### src/rtl/arp_resolve_ctrl_if.sv
// Bundle between the ARP resolve controller and the UDP TX path,
// the single-entry ARP cache and the ARP TX engine.
interface arp_resolve_ctrl_if;
  logic        udp_send_req;
  logic [31:0] dest_ip;
  logic [31:0] cache_dest_ip;
  logic [47:0] cache_mac;
  logic        cache_mac_not_exist;
  logic        arp_found;
  logic        arp_tx_busy;
  logic        arp_req_start;
  logic [31:0] arp_req_target_ip;
  logic [47:0] udp_dest_mac;
  logic        udp_send_grant;
  logic        udp_send_fail;
  logic        busy;

  modport slave (
    input  udp_send_req,
    input  dest_ip,
    input  cache_mac,
    input  cache_mac_not_exist,
    input  arp_found,
    input  arp_tx_busy,
    output cache_dest_ip,
    output arp_req_start,
    output arp_req_target_ip,
    output udp_dest_mac,
    output udp_send_grant,
    output udp_send_fail,
    output busy
  );

  modport master (
    output udp_send_req,
    output dest_ip,
    output cache_mac,
    output cache_mac_not_exist,
    output arp_found,
    output arp_tx_busy,
    input  cache_dest_ip,
    input  arp_req_start,
    input  arp_req_target_ip,
    input  udp_dest_mac,
    input  udp_send_grant,
    input  udp_send_fail,
    input  busy
  );
endinterface

### src/rtl/arp_resolve_ctrl.sv
// MAC resolution sequencer: cache lookup, bounded ARP retries,
// then grant with the resolved MAC or report failure.
module arp_resolve_ctrl #(
  parameter int CACHE_LAT      = 2,
  parameter int TIMEOUT_CYCLES = 125000000,
  parameter int MAX_RETRY      = 3
) (
  input logic             clk,
  input logic             rst_n,
  arp_resolve_ctrl_if.slave bus
);

  localparam int WW = $clog2(CACHE_LAT + 1);
  localparam int TW = $clog2(TIMEOUT_CYCLES + 1);

  localparam logic [WW-1:0] WAIT_LAST = WW'(CACHE_LAT - 1);
  localparam logic [TW-1:0] TMO_LAST  = TW'(TIMEOUT_CYCLES - 1);
  localparam logic [3:0]    RETRY_MAX = 4'(MAX_RETRY);

  typedef enum logic [2:0] {
    IDLE,
    LOOKUP,
    CHECK,
    ARP_REQ,
    ARP_WAIT,
    DONE
  } state_t;

  state_t        state_q;
  logic [3:0]    retry_q;
  logic [WW-1:0] wait_q;
  logic [TW-1:0] timer_q;
  logic [31:0]   cache_ip_q;
  logic [31:0]   target_q;
  logic [47:0]   mac_q;
  logic          start_q;
  logic          grant_q;
  logic          fail_q;
  logic          busy_q;

  assign bus.cache_dest_ip     = cache_ip_q;
  assign bus.arp_req_target_ip = target_q;
  assign bus.udp_dest_mac      = mac_q;
  assign bus.arp_req_start     = start_q;
  assign bus.udp_send_grant    = grant_q;
  assign bus.udp_send_fail     = fail_q;
  assign bus.busy              = busy_q;

  // Resolution FSM; every output is a register updated here.
  always_ff @(posedge clk or negedge rst_n) begin
    if (!rst_n) begin
      state_q    <= IDLE;
      retry_q    <= '0;
      wait_q     <= '0;
      timer_q    <= '0;
      cache_ip_q <= '0;
      target_q   <= '0;
      mac_q      <= '1;
      start_q    <= 1'b0;
      grant_q    <= 1'b0;
      fail_q     <= 1'b0;
      busy_q     <= 1'b0;
    end else begin
      start_q <= 1'b0;
      grant_q <= 1'b0;
      fail_q  <= 1'b0;
      unique case (state_q)
        IDLE: begin
          if (bus.udp_send_req) begin
            cache_ip_q <= bus.dest_ip;
            target_q   <= bus.dest_ip;
            retry_q    <= '0;
            wait_q     <= '0;
            busy_q     <= 1'b1;
            state_q    <= LOOKUP;
          end
        end
        LOOKUP: begin
          if (!bus.udp_send_req) begin
            busy_q  <= 1'b0;
            state_q <= IDLE;
          end else if (wait_q == WAIT_LAST) begin
            state_q <= CHECK;
          end else begin
            wait_q <= wait_q + 1'b1;
          end
        end
        CHECK: begin
          if (!bus.udp_send_req) begin
            busy_q  <= 1'b0;
            state_q <= IDLE;
          end else if (!bus.cache_mac_not_exist) begin
            mac_q   <= bus.cache_mac;
            grant_q <= 1'b1;
            state_q <= DONE;
          end else if (retry_q == RETRY_MAX) begin
            fail_q  <= 1'b1;
            state_q <= DONE;
          end else begin
            state_q <= ARP_REQ;
          end
        end
        ARP_REQ: begin
          if (!bus.udp_send_req) begin
            busy_q  <= 1'b0;
            state_q <= IDLE;
          end else if (!bus.arp_tx_busy) begin
            start_q <= 1'b1;
            retry_q <= retry_q + 4'd1;
            timer_q <= '0;
            state_q <= ARP_WAIT;
          end
        end
        ARP_WAIT: begin
          // A reply for any IP triggers a re-lookup without
          // spending a retry; the cache check sorts it out.
          if (!bus.udp_send_req) begin
            busy_q  <= 1'b0;
            state_q <= IDLE;
          end else if (bus.arp_found || timer_q == TMO_LAST) begin
            wait_q  <= '0;
            state_q <= LOOKUP;
          end else begin
            timer_q <= timer_q + 1'b1;
          end
        end
        DONE: begin
          if (!bus.udp_send_req) begin
            busy_q  <= 1'b0;
            state_q <= IDLE;
          end
        end
        default: begin
          busy_q  <= 1'b0;
          state_q <= IDLE;
        end
      endcase
    end
  end

endmodule

### src/flat_wrapper.sv
// flat-port wrapper written by rule: the top's interface ports become plain ports
module arp_resolve_ctrl_flat 
#(
  parameter int CACHE_LAT      = 2,
  parameter int TIMEOUT_CYCLES = 125000000,
  parameter int MAX_RETRY      = 3
)
  (clk, rst_n, bus_udp_send_req, bus_dest_ip, bus_cache_mac, bus_cache_mac_not_exist, bus_arp_found, bus_arp_tx_busy, bus_cache_dest_ip, bus_arp_req_start, bus_arp_req_target_ip, bus_udp_dest_mac, bus_udp_send_grant, bus_udp_send_fail, bus_busy);
  arp_resolve_ctrl_if bus_i ();
  input logic clk;
  input logic rst_n;
  input wire logic [$bits(bus_i.udp_send_req)-1:0] bus_udp_send_req;
  input wire logic [$bits(bus_i.dest_ip)-1:0] bus_dest_ip;
  input wire logic [$bits(bus_i.cache_mac)-1:0] bus_cache_mac;
  input wire logic [$bits(bus_i.cache_mac_not_exist)-1:0] bus_cache_mac_not_exist;
  input wire logic [$bits(bus_i.arp_found)-1:0] bus_arp_found;
  input wire logic [$bits(bus_i.arp_tx_busy)-1:0] bus_arp_tx_busy;
  output wire logic [$bits(bus_i.cache_dest_ip)-1:0] bus_cache_dest_ip;
  output wire logic [$bits(bus_i.arp_req_start)-1:0] bus_arp_req_start;
  output wire logic [$bits(bus_i.arp_req_target_ip)-1:0] bus_arp_req_target_ip;
  output wire logic [$bits(bus_i.udp_dest_mac)-1:0] bus_udp_dest_mac;
  output wire logic [$bits(bus_i.udp_send_grant)-1:0] bus_udp_send_grant;
  output wire logic [$bits(bus_i.udp_send_fail)-1:0] bus_udp_send_fail;
  output wire logic [$bits(bus_i.busy)-1:0] bus_busy;
  assign bus_i.udp_send_req = bus_udp_send_req;
  assign bus_i.dest_ip = bus_dest_ip;
  assign bus_i.cache_mac = bus_cache_mac;
  assign bus_i.cache_mac_not_exist = bus_cache_mac_not_exist;
  assign bus_i.arp_found = bus_arp_found;
  assign bus_i.arp_tx_busy = bus_arp_tx_busy;
  assign bus_cache_dest_ip = bus_i.cache_dest_ip;
  assign bus_arp_req_start = bus_i.arp_req_start;
  assign bus_arp_req_target_ip = bus_i.arp_req_target_ip;
  assign bus_udp_dest_mac = bus_i.udp_dest_mac;
  assign bus_udp_send_grant = bus_i.udp_send_grant;
  assign bus_udp_send_fail = bus_i.udp_send_fail;
  assign bus_busy = bus_i.busy;
  arp_resolve_ctrl #(.CACHE_LAT(CACHE_LAT), .TIMEOUT_CYCLES(TIMEOUT_CYCLES), .MAX_RETRY(MAX_RETRY)) u_core (.clk(clk), .rst_n(rst_n), .bus(bus_i));
endmodule
### config.mk
export PLATFORM = sky130hd
export DESIGN_NAME = arp_resolve_ctrl_flat
export DESIGN_NICKNAME = d
export VERILOG_FILES = /design/src/rtl/arp_resolve_ctrl_if.sv /design/src/rtl/arp_resolve_ctrl.sv /design/src/flat_wrapper.sv
export SDC_FILE = /design/constraint.sdc
export NUM_CORES = 1
export LEC_CHECK = 0
export CAP_MARGIN = 10
export CELL_PAD_IN_SITES_DETAIL_PLACEMENT = 0
export CELL_PAD_IN_SITES_GLOBAL_PLACEMENT = 2
export CORE_UTILIZATION = 26
export DETAILED_ROUTE_END_ITERATION = 10
export HOLD_SLACK_MARGIN = 0.02
export PLACE_DENSITY_LB_ADDON = 0.1
export SYNTH_ARGS = -nofsm -noshare
export SYNTH_HDL_FRONTEND = slang
export SYNTH_SLANG_ARGS = --single-unit
### constraint.sdc
create_clock -name clk -period 2.11 [get_ports clk]
set_input_delay 0.422 -clock clk [delete_from_list [all_inputs] [get_ports clk]]
set_output_delay 0.422 -clock clk [all_outputs]
set_load 0.05 [all_outputs]
==> results of run 1 <==
[final cells by class]
class / count / area, sq um / share of cell area
clock inverter: 10 / 91.3 / 0.0105
inverter: 9 / 33.8 / 0.00390
sequential: 120 / 3060 / 0.353
clock buffer: 22 / 495 / 0.0572
tap: 275 / 344 / 0.0397
multi-input combinational: 285 / 2240 / 0.259
timing repair buffer: 249 / 2390 / 0.276
[per-layer routing]
metal | vias to the layer above | share of wire | track usage
met4 | 0 | 0.013 | 0.0490
met3 | 14 | 0.064 | 0.0385
met1 | 2180 | 0.44 | 0.183
met2 | 151 | 0.48 | 0.229
li1 | 2114 | - | -
met5 | - | 0 | 0
[per-stage QoR]
| stage | cell area (sq um) | worst slack, ns | hold slack (ns) |
|---|---|---|---|
| 2_1_floorplan | 5710 | 0.0754 | 0.126 |
| 3_3_place_gp | 8080 | -0.108 | 0.482 |
| 3_5_place_dp | 8080 | -0.150 | 0.500 |
| 4_1_cts | 8630 | 0.00225 | 0.334 |
| 5_1_grt | 8670 | 0.00320 | 0.370 |
| 6_report | 8670 | 0.0527 | 0.309 |
[power by group through the flow]
stage               combinational, mW  sequential [mW]  clock [mW]
floorplan                        3.02             6.75           0
global placement                 8.01             4.05           0
detailed placement               8.06             4.08           0
CTS                              7.87             4.03        2.96
global route                     8.15             4.15        3.06
finish                           7.79             4.00        2.86
[sequential cells by signal, indices dropped and copies added (netlist names)]
signal,cells
u_core.bus.udp_dest_mac,48
u_core.bus.udp_send_fail,1
u_core.retry_q,4
u_core.state_q,3
u_core.bus.cache_dest_ip,32
u_core.timer_q,27
u_core.bus.busy,1
u_core.wait_q,2
u_core.bus.arp_req_start,1
u_core.bus.udp_send_grant,1
[path summary, 6_finish.rpt]
path	startpoint	end	slack, ns	depth (start not counted)
hold reg to reg	u_core.wait_q[1]$_DFFE_PN0P_	u_core.wait_q[1]$_DFFE_PN0P_	0.50	1
hold / removal	rst_n	u_core.bus.udp_dest_mac[10]$_DFFE_PN1P_	0.31	1
min in group clk	u_core.wait_q[1]$_DFFE_PN0P_	u_core.wait_q[1]$_DFFE_PN0P_	0.50	1
max in group asynchronous	rst_n	u_core.bus.udp_dest_mac[44]$_DFFE_PN1P_	1.49	2
setup / recovery	u_core.bus.cache_dest_ip[4]$_DFFE_PN0P_	bus_arp_req_target_ip[4]	0.05	1
setup reg to reg	u_core.timer_q[23]$_DFFE_PN0P_	u_core.timer_q[4]$_DFFE_PN0P_	0.13	7
[what timing repair did]
action,in CTS,in global routing
endpoints found under the setup margin,30,30
buffers inserted,0,1
cloned,0,0
resized for setup,30,8
pin swaps,0,2
[synth_stat cells (all sizes together), types with 3 or more instances]
master  number  area [sq um]
o31ai        3          41.3
nor2        15          58.8
mux2i        3          30.0
dfrtp       72          1800
and4         7          61.3
nor3b        5          48.8
ha           3          37.5
nor4b        3          26.3
mux2        82           923
a31oi       15          93.8
nor4         8          50.1
nor3         7          45.0
a22o         3          26.3
and3         7          43.8
o21a         5          37.5
a41oi        5          43.8
nand3       16          80.1
nor2b        3          18.8
buf         47           347
and2         5          31.3
a21o         3          22.5
o21ai       14          70.1
clkbuf      13          51.3
inv          9          33.8
dfstp       48          1260
nand2       26           105
nand4       10          62.6
a21oi       14          70.1
[kinds of logic after synthesis]
family | Yosys count
AOI/OAI and AO/OA | 74
xor gates and xnor gates | 3
adders and majority gates | 3
buffers and inverters | 69
DFF | 120
muxes | 85
and+or+nand+nor | 120
==> metrics.yaml, run 1 <==
route.detailed.drc: 0
synth_edf_count: 0
relSlewSlack: 0.641
post-route-period-util: 0.975
dieArea_sq_mm: 0.0225
ys_warn_count: 0
min_period_ns: 2.06
clk_pin_slew_ns: 0.05
crit_buf_inv: 1
rows: 53
drt_iter0_drc: 155
peakVddDrop_uv: 685
cts.path.max_buffers: 2
cp.arrival_ns: 1.64
synth_xor_area_frac: 0.00460
io_pins: 202
synth_top_family_by_area: "multiplexers"
cts_max_level: 4
gr-usage-all-layers: 0.142
coreArea_sq_mm: 0.0213
seq_power_share: 0.273
area_delta_synth_final_pct: 51.9
rsz0062_at_grt: "false"
ys_types: 56
grt_pass1_vias: 4454
combinationalPowerShare: 0.531
pwr-share-clk: 0.195
cts_tree: "done"
diodes: 0
synth_area_sq_mm: 0.00571
final_common_cell: "clkdlybuf4s50_1"
synth_simple_gate_area_share: 0.121
tightestPinTransition_ns: 0.536
worst_path_largest_cell_delay_ns: 0.84
numCtsBuffers: 17
worst_ep_required_time_ns: 1.69
fill_cells: 2063
synth_area_per_cell_sq_um: 12.0
die_x_um: 150
final_cell_mix: "145 x clkdlybuf4s50_1, 80 x mux2_2, 72 x dfrtp_1"
wl_per_cell_um: 16.1
skew_ns: 0.0247
nNetsFinal: 771
critPathTopFamily: "buffers and inverters"
start_util: 0.268
via_per_inst: 4.60
ant_nets: 0
clock.fmax_mhz: 486
synth-compound-area-share: 0.0884
cp_slowest_cell: "clkdlybuf4s50_1"
outcome: "completed"
synth_cells: 474
grt_pass1_wl_mm: 24.4
hold_viol_final: 0
power_density_mw_per_mm2: 1690
placedCellCount: 937
drv_slew: 0
setup-tns-final_ns: 0
cts_root_buffer: "clkbuf_16"
worst-path-max-fanout: 3
final_layout_size_suffix_gt1_frac: 0.344
async_reset_ff_frac: 1.00
holdBufCountCts: 0
yosys.area_share.adder: 0.00658
switching_share: 0.459
die_y_um: 150
power.switching_mw: 6.72
synth-main-ff-cell: "dfrtp_1"
grt_max_degree: 38
p_leak_nw: 3.65
hpwl_mm: 11.5
syn_nets: 563
insertion_delay_ns: 0.42
startpoint_type: "flip-flop"
cts.sinks: 120
final_cell_count_no_fill: 970
globalplace.congestion: 0.789
internal_power_mw: 7.93
firstDrtPassIters: 5
synth_mux_area_frac: 0.167
totalPowerFinal_mw: 14.7
grt_overflow_total: 0
ys_seq_area_frac: 0.537
critPathKind: "reg -> out"
crit_chain: "clkdlybuf4s50_1"
vias: 4459
setup_viol: 0
antenna_found_initial: 0
maxCapViolCount: 0
synth_seq_cells: 120
post-route-util: 0.407
min_path_type: "in -> async"
drt-total-wl_mm: 15.6
io_buffers: 201
end_kind: "primary output"
Power figures use the tool's default switching activity.
==> inputs of run 2 (changes only) <==
Settings changed: RECOVER_POWER set to 100.
==> run 2 against run 1 <==
Against the previous run: cell area is 2.6% lower; critical path type unchanged; highest routed layer unchanged; flip-flop and latch count is the same; power down 1.8%; combinational power down 3.2%; utilization down 1.1 points; wire length rose by 1.1%.
==> metrics.yaml, run 2 (synthesized netlist as in run 1, its figures left out) <==
skew_ns: 0.0191  # -0.00566 ns
setup_viol: 0  # unchanged
final_cell_count_no_fill: 970  # unchanged
die_x_um: 150  # unchanged
coreArea_sq_mm: 0.0213  # unchanged
final_layout_size_suffix_gt1_frac: 0.299  # -0.0446
gr-usage-all-layers: 0.142  # unchanged
crit_buf_inv: 1  # unchanged
outcome: "completed"
globalplace.congestion: 0.789  # unchanged
drv_slew: 0  # unchanged
min_period_ns: 2.06  # -0.00156 ns
die_y_um: 150  # unchanged
worst-path-max-fanout: 3  # unchanged
multi_input_area_sq_mm: 0.00223  # -0.50%
grt_max_degree: 38  # unchanged
clock.fmax_mhz: 486  # about the same
cts.path.max_buffers: 2  # unchanged
wl_per_cell_um: 16.2  # +1.1%
fill_cells: 2116  # +2.6%
nNetsFinal: 771  # unchanged
route.detailed.drc: 0  # unchanged
end_kind: "primary output"
clk_pin_slew_ns: 0.05  # about the same
grt_use_met2: 0.229  # unchanged
power_density_mw_per_mm2: 1710  # +0.89%
cp.arrival_ns: 1.63  # about the same
io_pins: 202  # unchanged
final_cell_mix: "143 x clkdlybuf4s50_1, 80 x mux2_2, 72 x dfrtp_1"
setup_slack_ns: 0.0543  # +0.00156 ns
numCtsBuffers: 17  # unchanged
dieArea_sq_mm: 0.0225  # unchanged
tightestPinTransition_ns: 0.914  # +0.378 ns
register_area_sq_mm: 0.00306  # unchanged
grt_pass1_wl_mm: 24.4  # unchanged
area_delta_synth_final_pct: 47.8
rsz0062_at_grt: "false"
min_path_type: "reg -> reg"
grt_use_met3: 0.0385  # unchanged
totalPowerFinal_mw: 14.4  # -1.8%
largest_reg_flops: 48  # unchanged
firstDrtPassIters: 4  # -1
startpoint_type: "flip-flop"
insertion_delay_ns: 0.42  # about the same
placedCellCount: 937  # unchanged
diodes: 0  # unchanged
use_met1: 0.183  # unchanged
rows: 53  # unchanged
worst_ep_required_time_ns: 1.69  # about the same
busiest_layer: "met2"
cts.sinks: 120  # unchanged
ant_nets: 0  # unchanged
start_util: 0.268  # unchanged
holdBufCountCts: 0  # unchanged
critPathKind: "reg -> out"
maxCapViolCount: 0  # unchanged
relSlewSlack: 0.391  # -0.251
dpl_worst_slack_ns: -0.150  # unchanged
cts_tree: "done"
antenna_found_initial: 0  # unchanged
vias: 4463  # +0.090%
post-route-period-util: 0.974  # about the same
critPathTopFamily: "buffers and inverters"
io_buffers: 201  # unchanged
cts_max_level: 4  # unchanged
cp_slowest_cell: "clkdlybuf4s50_1"
hold_viol_final: 0  # unchanged
drt_iter0_drc: 176  # +14%
hold_slack_ns: 0.502  # +0.193 ns
drt-total-wl_mm: 15.8  # +1.1%
peakVddDrop_uv: 682  # -0.44%
grt_pass1_vias: 4454  # unchanged
worst_path_largest_cell_delay_ns: 0.84  # about the same
p_leak_nw: 3.47  # -4.8%
cts_root_buffer: "clkbuf_16"
grt_overflow_total: 0  # unchanged
post-route-util: 0.396  # -0.0108
final_common_cell: "clkdlybuf4s50_1"
via_per_inst: 4.60  # about the same
hpwl_mm: 11.5  # unchanged
crit_chain: "clkdlybuf4s50_1"
-- run 2: changes by cell type in the layout (fill, tap and decap cells not counted), sizes merged --
cell and change:
buf -34, clkdlybuf4s50 -2, clkbuf +39, dlygate4sd3 +2
dlymetal6s2s -5
-- run 2: layout make-up --
cell class / count / area share
inverter: 9 / 0.00400
clock buffer: 22 / 0.0587
clock inverter: 10 / 0.0108
sequential: 120 / 0.363
tap: 275 / 0.0408
multi-input combinational: 285 / 0.265
timing repair buffer: 249 / 0.258
-- run 2: metal layers --
layer,vias to the layer above,share of wire
met1,2192,0.45
met2,144,0.48
met3,15,0.057
li1,2112,-
met4,0,0.015
met5,-,0
-- run 2: per-stage QoR --
step           cell area [sq um]  setup TNS, ns
2_1_floorplan               5710              0
3_3_place_gp                8080          -6.29
3_5_place_dp                8080         -10.18
4_1_cts                     8630              0
5_1_grt                     8440              0
6_report                    8440              0
-- run 2: worst register-to-register path, cell delays in order (launching register included) --
cell and delay, ns:
dfrtp_1 0.41, nor4b_2 0.28, nand4b_1 0.11, clkbuf_2 0.15
o31a_1 0.35, clkbuf_4 0.22, mux2i_1 0.14, a21o_1 0.19
-- run 2: path summary, 6_finish.rpt --
kind | endpoint | depth (start not counted) | start | slack (ns)
setup / recovery | bus_arp_req_target_ip[4] | 1 | u_core.bus.cache_dest_ip[4]$_DFFE_PN0P_ | 0.05
hold / removal | u_core.wait_q[1]$_DFFE_PN0P_ | 1 | u_core.wait_q[1]$_DFFE_PN0P_ | 0.50
setup reg to reg | u_core.timer_q[25]$_DFFE_PN0P_ | 7 | u_core.timer_q[23]$_DFFE_PN0P_ | 0.12
hold reg to reg | u_core.wait_q[1]$_DFFE_PN0P_ | 1 | u_core.wait_q[1]$_DFFE_PN0P_ | 0.50
max in group asynchronous | u_core.bus.cache_dest_ip[20]$_DFFE_PN0P_ | 2 | rst_n | 0.60
min in group asynchronous | u_core.bus.udp_dest_mac[10]$_DFFE_PN1P_ | 1 | rst_n | 0.55
-- run 2: where the power goes --
part	total, mW	switching [mW]	internal [mW]	leakage (nW)
clock	2.86	1.08	1.78	0.288
combinational	7.54	5.11	2.44	1.77
sequential	3.98	0.534	3.45	1.42
-- run 2: what timing repair did --
item	CTS	global route
hold endpoints to repair	0	0
pin swaps	0	2
setup endpoints to repair	30	30
buffers inserted	0	1
resized for setup	30	8
==> inputs of run 3 (changes only) <==
Settings changed: MAX_ROUTING_LAYER set to met4, SKIP_CTS_REPAIR_TIMING set to 1, SKIP_LAST_GASP set to 1.
==> run 3 against run 2 <==
Against the previous run: cell area shrank 1.8%; flip-flop and latch count unchanged; power decreased by 0.78%; cell count unchanged; maximum frequency up 0.18%; register-to-register slack gained 0.02 ns; die area is the same; global-route usage up 0.45 points; critical path depth did not move; via count decreased by 0.20%; critical path type unchanged.
==> metrics.yaml, run 3 (synthesized netlist as in run 1, its figures left out) <==
outcome: "completed"
hpwl_mm: 11.5  # unchanged
critPathTopFamily: "buffers and inverters"
route.detailed.drc: 0  # unchanged
largest_reg_flops: 48  # unchanged
busiest_layer: "met2"
min_period_ns: 2.05  # -0.00373 ns
die_x_um: 150  # unchanged
drt-total-wl_mm: 15.8  # about the same
rows: 53  # unchanged
diodes: 0  # unchanged
tightestPinTransition_ns: 0.920  # +0.00610 ns
crit_chain: "clkdlybuf4s50_1"
grt_use_met2: 0.229  # -0.000231
vias: 4454  # -0.20%
clk_pin_slew_ns: 0.05  # about the same
pwr-share-clk: 0.200  # about the same
post-route-util: 0.389  # -0.00705
grt_max_degree: 38  # unchanged
combinationalPowerShare: 0.518  # -0.006
grt_pass1_vias: 4454  # unchanged
clock.fmax_mhz: 487  # +0.18%
final_layout_size_suffix_gt1_frac: 0.309  # +0.0101
numCtsBuffers: 17  # unchanged
peakVddDrop_uv: 682  # about the same
insertion_delay_ns: 0.42  # about the same
min_path_type: "reg -> reg"
cts_root_buffer: "clkbuf_16"
globalplace.congestion: 0.800  # +1.4%
cp_slowest_cell: "clkdlybuf4s50_1"
worst_ep_required_time_ns: 1.69  # about the same
drv_slew: 0  # unchanged
via_per_inst: 4.59  # -0.20%
power.switching_mw: 6.73  # +0.17%
multi_input_area_sq_mm: 0.00223  # unchanged
cts.sinks: 120  # unchanged
die_y_um: 150  # unchanged
io_buffers: 201  # unchanged
rsz0062_at_grt: "false"
maxCapViolCount: 0  # unchanged
cp.arrival_ns: 1.63  # about the same
worst_path_largest_cell_delay_ns: 0.84  # about the same
use_met1: 0.184  # +0.00173
p_leak_nw: 3.33  # -4.2%
final_common_cell: "clkdlybuf4s50_1"
power_density_mw_per_mm2: 1720  # +1.0%
start_util: 0.268  # unchanged
ant_nets: 0  # unchanged
critPathKind: "reg -> out"
skew_ns: 0.0151  # -0.00396 ns
fill_cells: 2139  # +1.1%
nNetsFinal: 771  # unchanged
worst-path-max-fanout: 3  # unchanged
hold_viol_final: 0  # unchanged
cts.path.max_buffers: 2  # unchanged
register_area_sq_mm: 0.00306  # unchanged
cts_max_level: 4  # unchanged
grt_overflow_total: 0  # unchanged
setup_slack_ns: 0.0580  # +0.00373 ns
dpl_worst_slack_ns: -0.150  # unchanged
coreArea_sq_mm: 0.0213  # unchanged
gr-usage-all-layers: 0.146  # +0.00449
dieArea_sq_mm: 0.0225  # unchanged
grt_use_met3: 0.0373  # -0.00121
crit_buf_inv: 1  # unchanged
relSlewSlack: 0.387  # -0.00407
switching_share: 0.471  # +0.00448
area_delta_synth_final_pct: 45.2
drt_iter0_drc: 169  # -4.0%
internal_power_mw: 7.55  # -1.6%
post-route-period-util: 0.973  # -0.00177
io_pins: 202  # unchanged
firstDrtPassIters: 4  # unchanged
setup_viol: 0  # unchanged
startpoint_type: "flip-flop"
wl_per_cell_um: 16.2  # about the same
end_kind: "primary output"
final_cell_mix: "143 x clkdlybuf4s50_1, 80 x mux2_2, 72 x dfrtp_1"
cts_tree: "done"
seq_power_share: 0.281  # +0.004
grt_pass1_wl_mm: 24.4  # +0.17%
antenna_found_initial: 0  # unchanged
[run 3: per-stage QoR]
step	total power, mW	std cells	hold WS [ns]	TNS, ns	cell area (sq um)
final	14.3	970	0.502	0	8290
after global routing	15.0	970	0.530	0	8290
after CTS	15.1	969	0.334	-2.10	8660
after detailed placement	12.1	937	0.500	-10.18	8080
after global placement	12.1	937	0.482	-6.29	8080
after floorplan	9.77	474	0.126	0	5710
[run 3: worst paths after layout]
path | startpoint | endpoint | slack, ns | cells after the start
hold / removal | u_core.wait_q[1]$_DFFE_PN0P_ | u_core.wait_q[1]$_DFFE_PN0P_ | 0.50 | 1
setup / recovery | u_core.bus.cache_dest_ip[4]$_DFFE_PN0P_ | bus_arp_req_target_ip[4] | 0.06 | 1
hold reg to reg | u_core.wait_q[1]$_DFFE_PN0P_ | u_core.wait_q[1]$_DFFE_PN0P_ | 0.50 | 1
min in group asynchronous | rst_n | u_core.bus.udp_dest_mac[10]$_DFFE_PN1P_ | 0.56 | 1
setup reg to reg | u_core.timer_q[23]$_DFFE_PN0P_ | u_core.timer_q[25]$_DFFE_PN0P_ | 0.14 | 7
max in group asynchronous | rst_n | u_core.bus.cache_dest_ip[20]$_DFFE_PN0P_ | 0.59 | 2
[run 3: cell type report]
cell class | count | share of cell area
Clock buffer | 22 | 0.0598
Clock inverter | 10 | 0.0110
Inverter | 9 | 0.00408
Multi-Input combinational cell | 285 | 0.269
Sequential cell | 120 | 0.370
Tap cell | 275 | 0.0415
Timing Repair Buffer | 249 | 0.245
[run 3: power by group through the flow]
stage	registers, mW	clock network [mW]	logic (mW)
detailed placement	4.08	0	8.06
floorplan	6.75	0	3.02
CTS	4.04	2.96	8.06
global placement	4.05	0	8.01
global route	4.16	3.06	7.75
finish	4.01	2.86	7.40
[run 3: per-layer routing]
| layer | wire length, um | vias to the layer above |
|---|---|---|
| met1 | 7080 | 2179 |
| met2 | 7540 | 151 |
| li1 | - | 2111 |
| met4 | 196 | 0 |
| met3 | 944 | 13 |
| met5 | 0 | - |
